**config.mk**
```make
export PLATFORM = sky130hd
export DESIGN_NAME = sys_led_monitor_flat
export DESIGN_NICKNAME = d
export VERILOG_FILES = /design/src/rtl/sys_led_monitor_if.sv /design/src/rtl/sys_led_monitor.sv /design/src/flat_wrapper.sv
export SDC_FILE = /design/constraint.sdc
export NUM_CORES = 1
export LEC_CHECK = 0
export BUFFER_PORTS_ARGS = -buffer_cell sky130_fd_sc_hd__clkbuf_2
export CELL_PAD_IN_SITES_DETAIL_PLACEMENT = 0
export CELL_PAD_IN_SITES_GLOBAL_PLACEMENT = 1
export CORE_MARGIN = 5
export CORE_UTILIZATION = 37
export CTS_BUF_LIST = sky130_fd_sc_hd__clkbuf_16
export DETAILED_ROUTE_END_ITERATION = 10
export GPL_TIMING_DRIVEN = 0
export PLACE_DENSITY = 0.95
export SYNTH_ARGS = -nofsm -noshare
export SYNTH_HDL_FRONTEND = slang
export SYNTH_SLANG_ARGS = --single-unit
```
**constraint.sdc**
```tcl
create_clock -name clk -period 5.08 [get_ports clk]
set_input_delay 0.508 -clock clk [delete_from_list [all_inputs] [get_ports clk]]
set_output_delay 0.508 -clock clk [all_outputs]
set_load 0.01 [all_outputs]
```
**src/rtl/sys_led_monitor_if.sv**
```systemverilog
// Debug-display bus for sys_led_monitor: channel taps and controls in, LED drive out.
// master = the side driving the channel taps and controls, slave = the display unit.
interface sys_led_monitor_if #(
    parameter int unsigned NUM_CH = 8,
    parameter int unsigned DATA_W = 32,
    parameter int unsigned LED_W  = 27
);
    localparam int unsigned SEL_W = (NUM_CH > 1) ? $clog2(NUM_CH) : 1;

    logic [SEL_W-1:0]         SYS_output_sel;
    logic [NUM_CH*DATA_W-1:0] ch_data;
    logic [1:0]               mode;
    logic                     freeze_trig;
    logic [LED_W-1:0]         SYS_leds;
    logic                     CLK_led;
    logic [SEL_W-1:0]         cur_ch;
    logic                     frozen;

    modport master (
        output SYS_output_sel, ch_data, mode, freeze_trig,
        input  SYS_leds, CLK_led, cur_ch, frozen
    );

    modport slave (
        input  SYS_output_sel, ch_data, mode, freeze_trig,
        output SYS_leds, CLK_led, cur_ch, frozen
    );
endinterface

```
**src/rtl/sys_led_monitor.sv**
```systemverilog
// Debug display unit: direct / auto-scan / freeze views of NUM_CH debug words on the board LEDs.
// Optional macro LED_CH_TAG_EN puts the displayed channel index in the top SEL_W LED bits.
module sys_led_monitor #(
    parameter int unsigned NUM_CH    = 8,
    parameter int unsigned DATA_W    = 32,
    parameter int unsigned LED_W     = 27,
    parameter int unsigned DIV_CNT   = 25000000,
    parameter int unsigned SCAN_HOLD = 4
) (
    input  logic                clk,
    input  logic                SYS_reset,
    sys_led_monitor_if.slave    bus
);
    localparam int unsigned SEL_W    = (NUM_CH > 1) ? $clog2(NUM_CH) : 1;
    localparam int unsigned DIV_W    = (DIV_CNT > 1) ? $clog2(DIV_CNT) : 1;
    localparam int unsigned HOLD_W   = (SCAN_HOLD > 1) ? $clog2(SCAN_HOLD) : 1;
    localparam int unsigned TAG_LO_W = LED_W - SEL_W;

    typedef enum logic [1:0] {
        MODE_DIRECT     = 2'b00,
        MODE_SCAN       = 2'b01,
        MODE_FREEZE     = 2'b10,
        MODE_DIRECT_ALT = 2'b11
    } mode_t;

    typedef enum logic {
        FRZ_ARMED = 1'b0,
        FRZ_HELD  = 1'b1
    } frz_state_t;

    frz_state_t         frz_state;
    logic [DIV_W-1:0]   div_cnt;
    logic [HOLD_W-1:0]  scan_cnt;
    logic [SEL_W-1:0]   cur_ch;
    logic [LED_W-1:0]   sys_leds;
    logic               clk_led;
    logic               frozen;
    logic [DATA_W-1:0]  snapshot;

    logic               tick_c;
    mode_t              mode_c;
    logic [SEL_W-1:0]   scan_base_c;
    logic [SEL_W-1:0]   show_idx_c;
    logic [HOLD_W-1:0]  scan_cnt_nxt_c;
    logic               hold_view_c;
    logic [DATA_W-1:0]  sel_word_c;
    logic [DATA_W-1:0]  word_c;
    logic [LED_W-1:0]   led_c;

    // Channel mux; an index past the last channel reads as zero.
    function automatic logic [DATA_W-1:0] pick_word(
        input logic [SEL_W-1:0]         idx,
        input logic [NUM_CH*DATA_W-1:0] flat
    );
        logic [DATA_W-1:0] w;
        w = '0;
        for (int k = 0; k < int'(NUM_CH); k++) begin
            if (idx == SEL_W'(k)) begin
                w = flat[k*DATA_W +: DATA_W];
            end
        end
        return w;
    endfunction

    assign tick_c      = (div_cnt == DIV_W'(DIV_CNT - 1));
    assign mode_c      = mode_t'(bus.mode);
    assign sel_word_c  = pick_word(bus.SYS_output_sel, bus.ch_data);
    assign scan_base_c = (32'(cur_ch) >= NUM_CH) ? '0 : cur_ch;

    // Next displayed channel and scan dwell count for the current mode.
    always_comb begin
        show_idx_c     = bus.SYS_output_sel;
        scan_cnt_nxt_c = '0;
        hold_view_c    = 1'b0;
        case (mode_c)
            MODE_SCAN: begin
                show_idx_c     = scan_base_c;
                scan_cnt_nxt_c = scan_cnt;
                if (tick_c) begin
                    if (scan_cnt == HOLD_W'(SCAN_HOLD - 1)) begin
                        scan_cnt_nxt_c = '0;
                        show_idx_c     = (32'(scan_base_c) == NUM_CH - 1) ? '0
                                                                          : scan_base_c + 1'b1;
                    end else begin
                        scan_cnt_nxt_c = scan_cnt + 1'b1;
                    end
                end
            end
            MODE_FREEZE: begin
                if (frz_state == FRZ_HELD) begin
                    show_idx_c  = cur_ch;
                    hold_view_c = 1'b1;
                end
            end
            default: begin
                show_idx_c = bus.SYS_output_sel;
            end
        endcase
    end

    // Word to display: the snapshot while held, otherwise the live tap of the shown channel.
    always_comb begin
        word_c = '0;
        if (hold_view_c) begin
            word_c = snapshot;
        end else if (mode_c == MODE_SCAN) begin
            word_c = pick_word(show_idx_c, bus.ch_data);
        end else begin
            word_c = sel_word_c;
        end
    end

`ifdef LED_CH_TAG_EN
    assign led_c = {show_idx_c, TAG_LO_W'(word_c)};
`else
    assign led_c = LED_W'(word_c);
`endif

    // Heartbeat, display registers and freeze FSM.
    always_ff @(posedge clk) begin
        if (!SYS_reset) begin
            frz_state <= FRZ_ARMED;
            div_cnt   <= '0;
            scan_cnt  <= '0;
            cur_ch    <= '0;
            sys_leds  <= '0;
            clk_led   <= 1'b0;
            frozen    <= 1'b0;
            snapshot  <= '0;
        end else begin
            div_cnt  <= tick_c ? '0 : div_cnt + 1'b1;
            if (tick_c) begin
                clk_led <= ~clk_led;
            end
            scan_cnt <= scan_cnt_nxt_c;
            cur_ch   <= show_idx_c;
            sys_leds <= led_c;

            case (frz_state)
                FRZ_ARMED: begin
                    if (mode_c == MODE_FREEZE && bus.freeze_trig) begin
                        snapshot  <= sel_word_c;
                        frozen    <= 1'b1;
                        frz_state <= FRZ_HELD;
                    end
                end
                FRZ_HELD: begin
                    if (mode_c != MODE_FREEZE) begin
                        frozen    <= 1'b0;
                        frz_state <= FRZ_ARMED;
                    end
                end
                default: begin
                    frozen    <= 1'b0;
                    frz_state <= FRZ_ARMED;
                end
            endcase
        end
    end

    assign bus.SYS_leds = sys_leds;
    assign bus.CLK_led  = clk_led;
    assign bus.cur_ch   = cur_ch;
    assign bus.frozen   = frozen;
endmodule

```
**src/flat_wrapper.sv**
```systemverilog
// flat-port wrapper written by rule: the top's interface ports become plain ports
module sys_led_monitor_flat 
#(
    parameter int unsigned NUM_CH    = 8,
    parameter int unsigned DATA_W    = 32,
    parameter int unsigned LED_W     = 27,
    parameter int unsigned DIV_CNT   = 25000000,
    parameter int unsigned SCAN_HOLD = 4
)
  (clk, SYS_reset, bus_SYS_output_sel, bus_ch_data, bus_mode, bus_freeze_trig, bus_SYS_leds, bus_CLK_led, bus_cur_ch, bus_frozen);
  sys_led_monitor_if #(.NUM_CH(NUM_CH), .DATA_W(DATA_W), .LED_W(LED_W)) bus_i ();
  input  logic clk;
  input  logic SYS_reset;
  input wire logic [$bits(bus_i.SYS_output_sel)-1:0] bus_SYS_output_sel;
  input wire logic [$bits(bus_i.ch_data)-1:0] bus_ch_data;
  input wire logic [$bits(bus_i.mode)-1:0] bus_mode;
  input wire logic [$bits(bus_i.freeze_trig)-1:0] bus_freeze_trig;
  output wire logic [$bits(bus_i.SYS_leds)-1:0] bus_SYS_leds;
  output wire logic [$bits(bus_i.CLK_led)-1:0] bus_CLK_led;
  output wire logic [$bits(bus_i.cur_ch)-1:0] bus_cur_ch;
  output wire logic [$bits(bus_i.frozen)-1:0] bus_frozen;
  assign bus_i.SYS_output_sel = bus_SYS_output_sel;
  assign bus_i.ch_data = bus_ch_data;
  assign bus_i.mode = bus_mode;
  assign bus_i.freeze_trig = bus_freeze_trig;
  assign bus_SYS_leds = bus_i.SYS_leds;
  assign bus_CLK_led = bus_i.CLK_led;
  assign bus_cur_ch = bus_i.cur_ch;
  assign bus_frozen = bus_i.frozen;
  sys_led_monitor #(.NUM_CH(NUM_CH), .DATA_W(DATA_W), .LED_W(LED_W), .DIV_CNT(DIV_CNT), .SCAN_HOLD(SCAN_HOLD)) u_core (.clk(clk), .SYS_reset(SYS_reset), .bus(bus_i));
endmodule
```
==> out/metrics.csv, run 1 <==
metric;value;unit
Clock Path Buffers;2;
first-pass GRT wire length;50300;um
element type at the critical path end;flop;
final setup fails;0;
r2r setup slk;1.55;ns
Die Width;149;um
CTS Buf Count;9;
placed cells;1484;
required time worst endpoint;5.25;ns
Leak;0.00387;uW
yosys warns;0;
Initial Util;37.2;%
Pre-antenna DRT Iters;6;
FF+latch area;0.00174;mm2
Core Footprint;0.0193;mm2
CTS tree;done;
root buf cell;clkbuf_16;
All-Layer GR Usage;29.4;%
Finished Layout Cells;1503;
routed wire length;34300;um
Post-synth EDFFs;0;
total setup buffers inserted after CTS;0;
Worst Path Arrival;3.70;ns
Final Wtd Congestion;1.01;
GRT overflow;0;
Worst-Skew Late Latency;0.34;ns
PostCTS Resize Cnt;0;
HP Class;input pin to flop;
Synth area leader;dfxtp_1;
syn nets;1235;
CP Max Fanout;10;
setup_tns;0;ns
largest net degree at the start of global routing;14;
Clock Pin Slew Worst Setup and Hold Paths;0.06;ns
max-cap viol count;0;
endpoints failing hold;0;
most common cell after layout, fill and taps aside;clkbuf_2;
post-layout min period;3.53;ns
reg2reg path depth;9;
Slew @ Worst Pin;0.954;ns
reg-to-reg endpoint;u_core.bus.SYS_leds[21];
cts hold-fix bufs;0;
crit start category;flop;
unrepaired setup endpoints after global routing;no;
WS Path Type;flop to flop;
grt peak-use layer;met2;
M2 GR Usage;46.3;%
final-stage net count;1500;
Layout fillers;2054;
DP HPWL;26900;um
WL per Instance;22.8;um
met1 GRT Util;37.9;%
multi-input logic area;0.00503;mm2
syn avg cell area;7.43;um2
Final ANT Viol Nets;0;
die height;149;um
Most used DFF post-synth;dfxtp_1;
row cnt;51;
Remaining DRCs;0;
max frequency;0.283;GHz
number of global-route vias before repair;8773;
Setup Skew;0.00834;ns
vias;9325;
Post-Syn Area;0.00717;mm2
fraction of layout cells with a size suffix above 1;25.0;%
synth top area cells;dfxtp_1 (24%), mux2i_1 (6.6%), nand2_1 (6.5%), o21ai_0 (5.4%), a22o_1 (4.5%);
clk sinks;87;
Max Slew Vio Count;0;
Hold EP;u_core.frz_state;
H-tree Lvls;3;
area share of the largest cell type after synthesis;24.3;%
I/O Buffers;254;
Power Dens Cells;237;mW/mm2
Mapped Cells;965;
Via density;6.20;
initial antenna violation count;5;
flops & latches, synth;87;
DRT iter0 DRCs;1376;
Ports;296;
Die ar.;0.0223;mm2
outcome;completed;
Hold Startpoint;bus_freeze_trig;
final worst-path cycle share;69.5;%
most frequent cells in the layout;clkbuf_2 (254), nand2_1 (124), dfxtp_1 (87), nor2_1 (84), o21ai_0 (77);
sequential area share after synthesis;24.3;%
Cells on Worst Hold Path;2;
slew margin rel.;36.1;%
synthesis-to-layout area growth;26.4;%
peak supply drop;0.146;mV
M3 GR Usage;8.81;%
Cell variety after synth;55;
Reg-to-Reg Start;u_core.div_cnt[10];
FFs w/ async S/R, synth;0;%
-- worst max-delay path: stages (launching register included) --
cell       delay [ns]
dfxtp_1          0.36
nor4b_2          0.34
nand4_1          0.25
o311a_1          0.44
nor2_2           0.50
nor3_2           0.30
buf_2            0.29
o2bb2ai_1        0.15
a211oi_1         0.48
o21ai_1          0.23
-- state kept, by name, summed over array words and instances, names as in the netlist --
name / cells
u_core.frz_state: 1
u_core.scan_cnt: 2
u_core.div_cnt: 25
u_core.bus.frozen: 1
u_core.snapshot: 27
u_core.bus.cur_ch: 3
u_core.bus.CLK_led: 1
u_core.bus.SYS_leds: 27
-- worst max path at each step --
stage,from,end,slack (ns),depth (start not counted)
6_report,u_core.div_cnt[10],u_core.bus.SYS_leds[21],1.55,9
2_1_floorplan,bus_mode[0],u_core.bus.SYS_leds[10],2.53,10
5_1_grt,u_core.div_cnt[10],u_core.bus.SYS_leds[15],1.46,9
3_5_place_dp,bus_mode[0],u_core.bus.SYS_leds[21],1.54,13
4_1_cts,u_core.div_cnt[10],u_core.bus.SYS_leds[21],1.70,9
3_3_place_gp,bus_mode[0],u_core.bus.SYS_leds[15],1.54,13
-- area by class of cell --
type / instances / share of cell area [%]
diodes: 4 / 0.111
plain buffers: 90 / 4.17
clock buffers: 9 / 2.49
clock inverters: 6 / 0.594
inverters: 5 / 0.207
multi-input cells: 783 / 55.5
flip-flops and latches: 87 / 19.2
well taps: 265 / 3.66
repair buffers: 254 / 14.0
-- per-layer routing --
metal	share of wire, %	wire length [um]	up-vias
met1	38	13000	4274
met4	4.4	1490	2
met2	44	15200	739
met5	0.020	7	-
li1	-	-	4176
met3	13	4580	134
-- stage by stage --
step | setup slack, ns | hold WS, ns | instance area, um2 | util (%) | total power [uW]
finish | 1.55 | 0.431 | 9060 | 47.0 | 2150
floorplan | 2.53 | 0.426 | 7170 | - | 1160
CTS | 1.70 | 0.417 | 9050 | 46.9 | 2130
detailed placement | 1.54 | 0.457 | 8770 | 45.5 | 1490
global placement | 1.54 | 0.441 | 8770 | 45.5 | 1480
global route | 1.46 | 0.439 | 9050 | 47.0 | 2230
-- logic make-up after synthesis --
| kind of cell | Yosys count | share of synthesized area (%) |
|---|---|---|
| compound gates | 347 | 33.2 |
| simple gates | 344 | 22.9 |
| buf+inv | 95 | 5.54 |
| flops | 87 | 24.3 |
| mux | 64 | 10.3 |
| xor+xnor | 22 | 2.69 |
| fa+ha+maj | 6 | 1.05 |
-- power by group --
group,switching [uW],total (uW),internal (uW)
registers,20.6,742,722
logic,483,767,284
clock network,268,642,373
total,772,2150,1380
-- cells in the mapped netlist (27+ instances only) --
master,instances
clkbuf_1,67
nand2_1,124
a21oi_1,61
a22o_1,37
nor2_1,84
o221ai_1,27
o21ai_0,77
dfxtp_1,87
nor3_1,40
mux2i_1,47
Note: power is estimated with default switching activity, not from simulation.
==> run 2, diff against run 1 <==
ABC_AREA = 1   (was not set)
CORE_UTILIZATION = 33   (was 37)
PLACE_DENSITY = 0.92   (was 0.95)
clock period = 3.25 ns   (was 5.08 ns; I/O delays follow)
==> out/metrics.csv, run 2 <==
metric;value;unit
Ports;296;
Via density;5.59;
Placed Area;0.00897;mm2
flops & latches, synth;87;
initial antenna violation count;8;
CTS Buf Count;9;
FFs w/ async S/R, synth;0;%
Leak;0.00456;uW
outcome;completed;
Layout fillers;2405;
Cells on Worst Hold Path;3;
All-Layer GR Usage;27.3;%
synthesis-to-layout area growth;25.9;%
FF+latch area;0.00174;mm2
first-pass GRT wire length;55100;um
final-stage net count;1796;
critical path's slowest cell;dfxtp_1;
post-route cell area;0.00925;mm2
H-tree Lvls;3;
Core Footprint;0.0219;mm2
syn nets;1531;
most frequent cells in the layout;clkbuf_2 (257), nand2_1 (229), inv_1 (163), nor2_1 (152), a21oi_1 (134);
root buf cell;clkbuf_16;
routed wire length;36700;um
multi-input logic area;0.00458;mm2
Final ANT Viol Nets;0;
max incr delay on CP;0.35;ns
DRT iter0 DRCs;1003;
WL per Instance;20.2;um
element type at the critical path end;flop;
Remaining DRCs;0;
area share of the largest cell type after synthesis;23.7;%
total setup buffers inserted after CTS;0;
final worst-path cycle share;91.7;%
Max Slew Vio Count;0;
Finished Layout Cells;1814;
DP HPWL;30400;um
Pre-antenna DRT Iters;6;
sequential area share after synthesis;23.7;%
WS Path Type;flop to flop;
max-cap viol count;0;
final setup fails;0;
Hold EP;u_core.snapshot[12];
Synth top cells by count;nand2_1 (229), inv_1 (162), nor2_1 (152), a21oi_1 (134), nand4_1 (129);
Initial Util;33.6;%
fraction of layout cells with a size suffix above 1;21.6;%
worst path cell trace;ha_1, nand2_1, inv_1, nand2_1, nor2_1, nand2_1, nand2_1, nand3_1, nand2_1, nand2_4, inv_2, buf_6, buf_2, nand4_1, nand3_1, nor2_1, nand4_1, nand2_1, a21oi_1;
yosys warns;0;
Synth area leader;dfxtp_1;
Hold Startpoint;bus_ch_data[236];
CP Max Fanout;10;
most common cell after layout, fill and taps aside;clkbuf_2;
CTS tree;done;
Most used DFF post-synth;dfxtp_1;
Post-synth EDFFs;0;
Post-Syn Area;0.00735;mm2
row cnt;54;
min setup slack post-route;0.270;ns
setup_tns;0;ns
Clock Path Buffers;2;
peak supply drop;0.260;mV
Reg-to-Reg Start;u_core.div_cnt[0];
slew margin rel.;26.1;%
Clock Pin Slew Worst Setup and Hold Paths;0.07;ns
number of global-route vias before repair;9631;
crit start category;flop;
HP Class;input pin to flop;
endpoints failing hold;0;
max frequency;0.336;GHz
unrepaired setup endpoints after global routing;no;
clk sinks;87;
Slew @ Worst Pin;1.10;ns
synth top area cells;dfxtp_1 (24%), nand2_1 (12%), nand4_1 (11%), a21oi_1 (9.1%), inv_1 (8.3%);
die height;159;um
reg-to-reg endpoint;u_core.bus.SYS_leds[10];
I/O Buffers;254;
cts hold-fix bufs;0;
syn avg cell area;5.83;um2
required time worst endpoint;3.49;ns
Final Wtd Congestion;0.995;
r2r setup slk;0.27;ns
GRT overflow;0;
placed cells;1795;
Die ar.;0.0253;mm2
Worst-Skew Late Latency;0.34;ns
count leader, synth;nand2_1;
Die Width;159;um
Most Frequent Cell on Critical Path;nand2_1;
vias;10100;
reg2reg path depth;19;
largest net degree at the start of global routing;16;
Cell variety after synth;40;
Place WS;0.0568;ns
Setup Skew;0.00662;ns
post-layout min period;2.98;ns
Mapped Cells;1261;
Power Dens Cells;367;mW/mm2
Worst Path Arrival;3.22;ns
-- run 2: what timing repair did --
action                                  CTS  global route
hold endpoints to repair                  0             0
resized for setup                         0             3
endpoints found under the setup margin    0             2
-- run 2: critical path: cells and delay by family (launching register included) --
family / cells / cell delay [ns]
AND/OR/NAND/NOR: 13 / 1.45
buffers and inverters: 4 / 0.64
flip-flops: 1 / 0.35
AO/OA/AOI/OAI: 1 / 0.24
adder cells (fa/ha/maj): 1 / 0.17
-- run 2: cells by family (layout without fill, tap and decap cells) --
kind of cell | count (synthesis) | in the layout | share of synthesized area, %
simple gates | 608 | 608 | 38.7
compound gates | 306 | 306 | 22.4
buf+inv | 252 | 522 | 13.9
flops | 87 | 87 | 23.7
fa+ha+maj | 6 | 6 | 1.02
xor+xnor | 2 | 2 | 0.239
other cells | 0 | 3 | 0
-- run 2: per-layer routing --
| metal | vias to the layer above | track usage (%) | wire length [um] |
|---|---|---|---|
| met4 | 10 | 7.72 | 1050 |
| li1 | 4809 | - | - |
| met2 | 579 | 43.6 | 16300 |
| met3 | 76 | 6.83 | 3810 |
| met5 | - | 0 | 49 |
| met1 | 4661 | 36.8 | 15400 |
-- run 2: metrics by stage --
stage / hold slack (ns) / total power [uW] / util (%)
3_5_place_dp: 0.439 / 2420 / 41.0
6_report: 0.313 / 3400 / 42.3
2_1_floorplan: 0.418 / 1880 / -
4_1_cts: 0.295 / 3390 / 42.2
5_1_grt: 0.312 / 3570 / 42.2
3_3_place_gp: 0.428 / 2410 / 41.0
-- run 2: how the worst max path moves through the flow --
| stage | start | to | slack, ns | depth (start not counted) |
|---|---|---|---|---|
| 2_1_floorplan | u_core.div_cnt[0] | u_core.div_cnt[24] | 1.03 | 16 |
| 3_3_place_gp | bus_SYS_output_sel[0] | u_core.bus.SYS_leds[21] | 0.02 | 11 |
| 3_5_place_dp | bus_SYS_output_sel[0] | u_core.bus.SYS_leds[21] | 0.06 | 11 |
| 4_1_cts | u_core.div_cnt[0] | u_core.bus.SYS_leds[21] | 0.22 | 18 |
| 5_1_grt | u_core.div_cnt[0] | u_core.bus.SYS_leds[24] | 0.002 | 16 |
| 6_report | u_core.div_cnt[0] | u_core.bus.SYS_leds[10] | 0.27 | 19 |
-- run 2: cell type report --
cell class | instances | share of cell area (%)
Inverter | 170 | 6.90
Sequential cell | 87 | 18.8
Clock inverter | 7 | 0.514
Multi-Input combinational cell | 922 | 49.5
Buffer | 82 | 4.21
Timing Repair Buffer | 254 | 13.7
Tap cell | 280 | 3.79
Antenna cell | 3 | 0.0811
Clock buffer | 9 | 2.43
-- run 2: where the power goes --
group          switching, uW  total, uW  leakage [uW]  internal, uW
clock network            446        967      0.000135           521
logic                    850       1270       0.00372           422
registers               26.7       1160      0.000712          1130
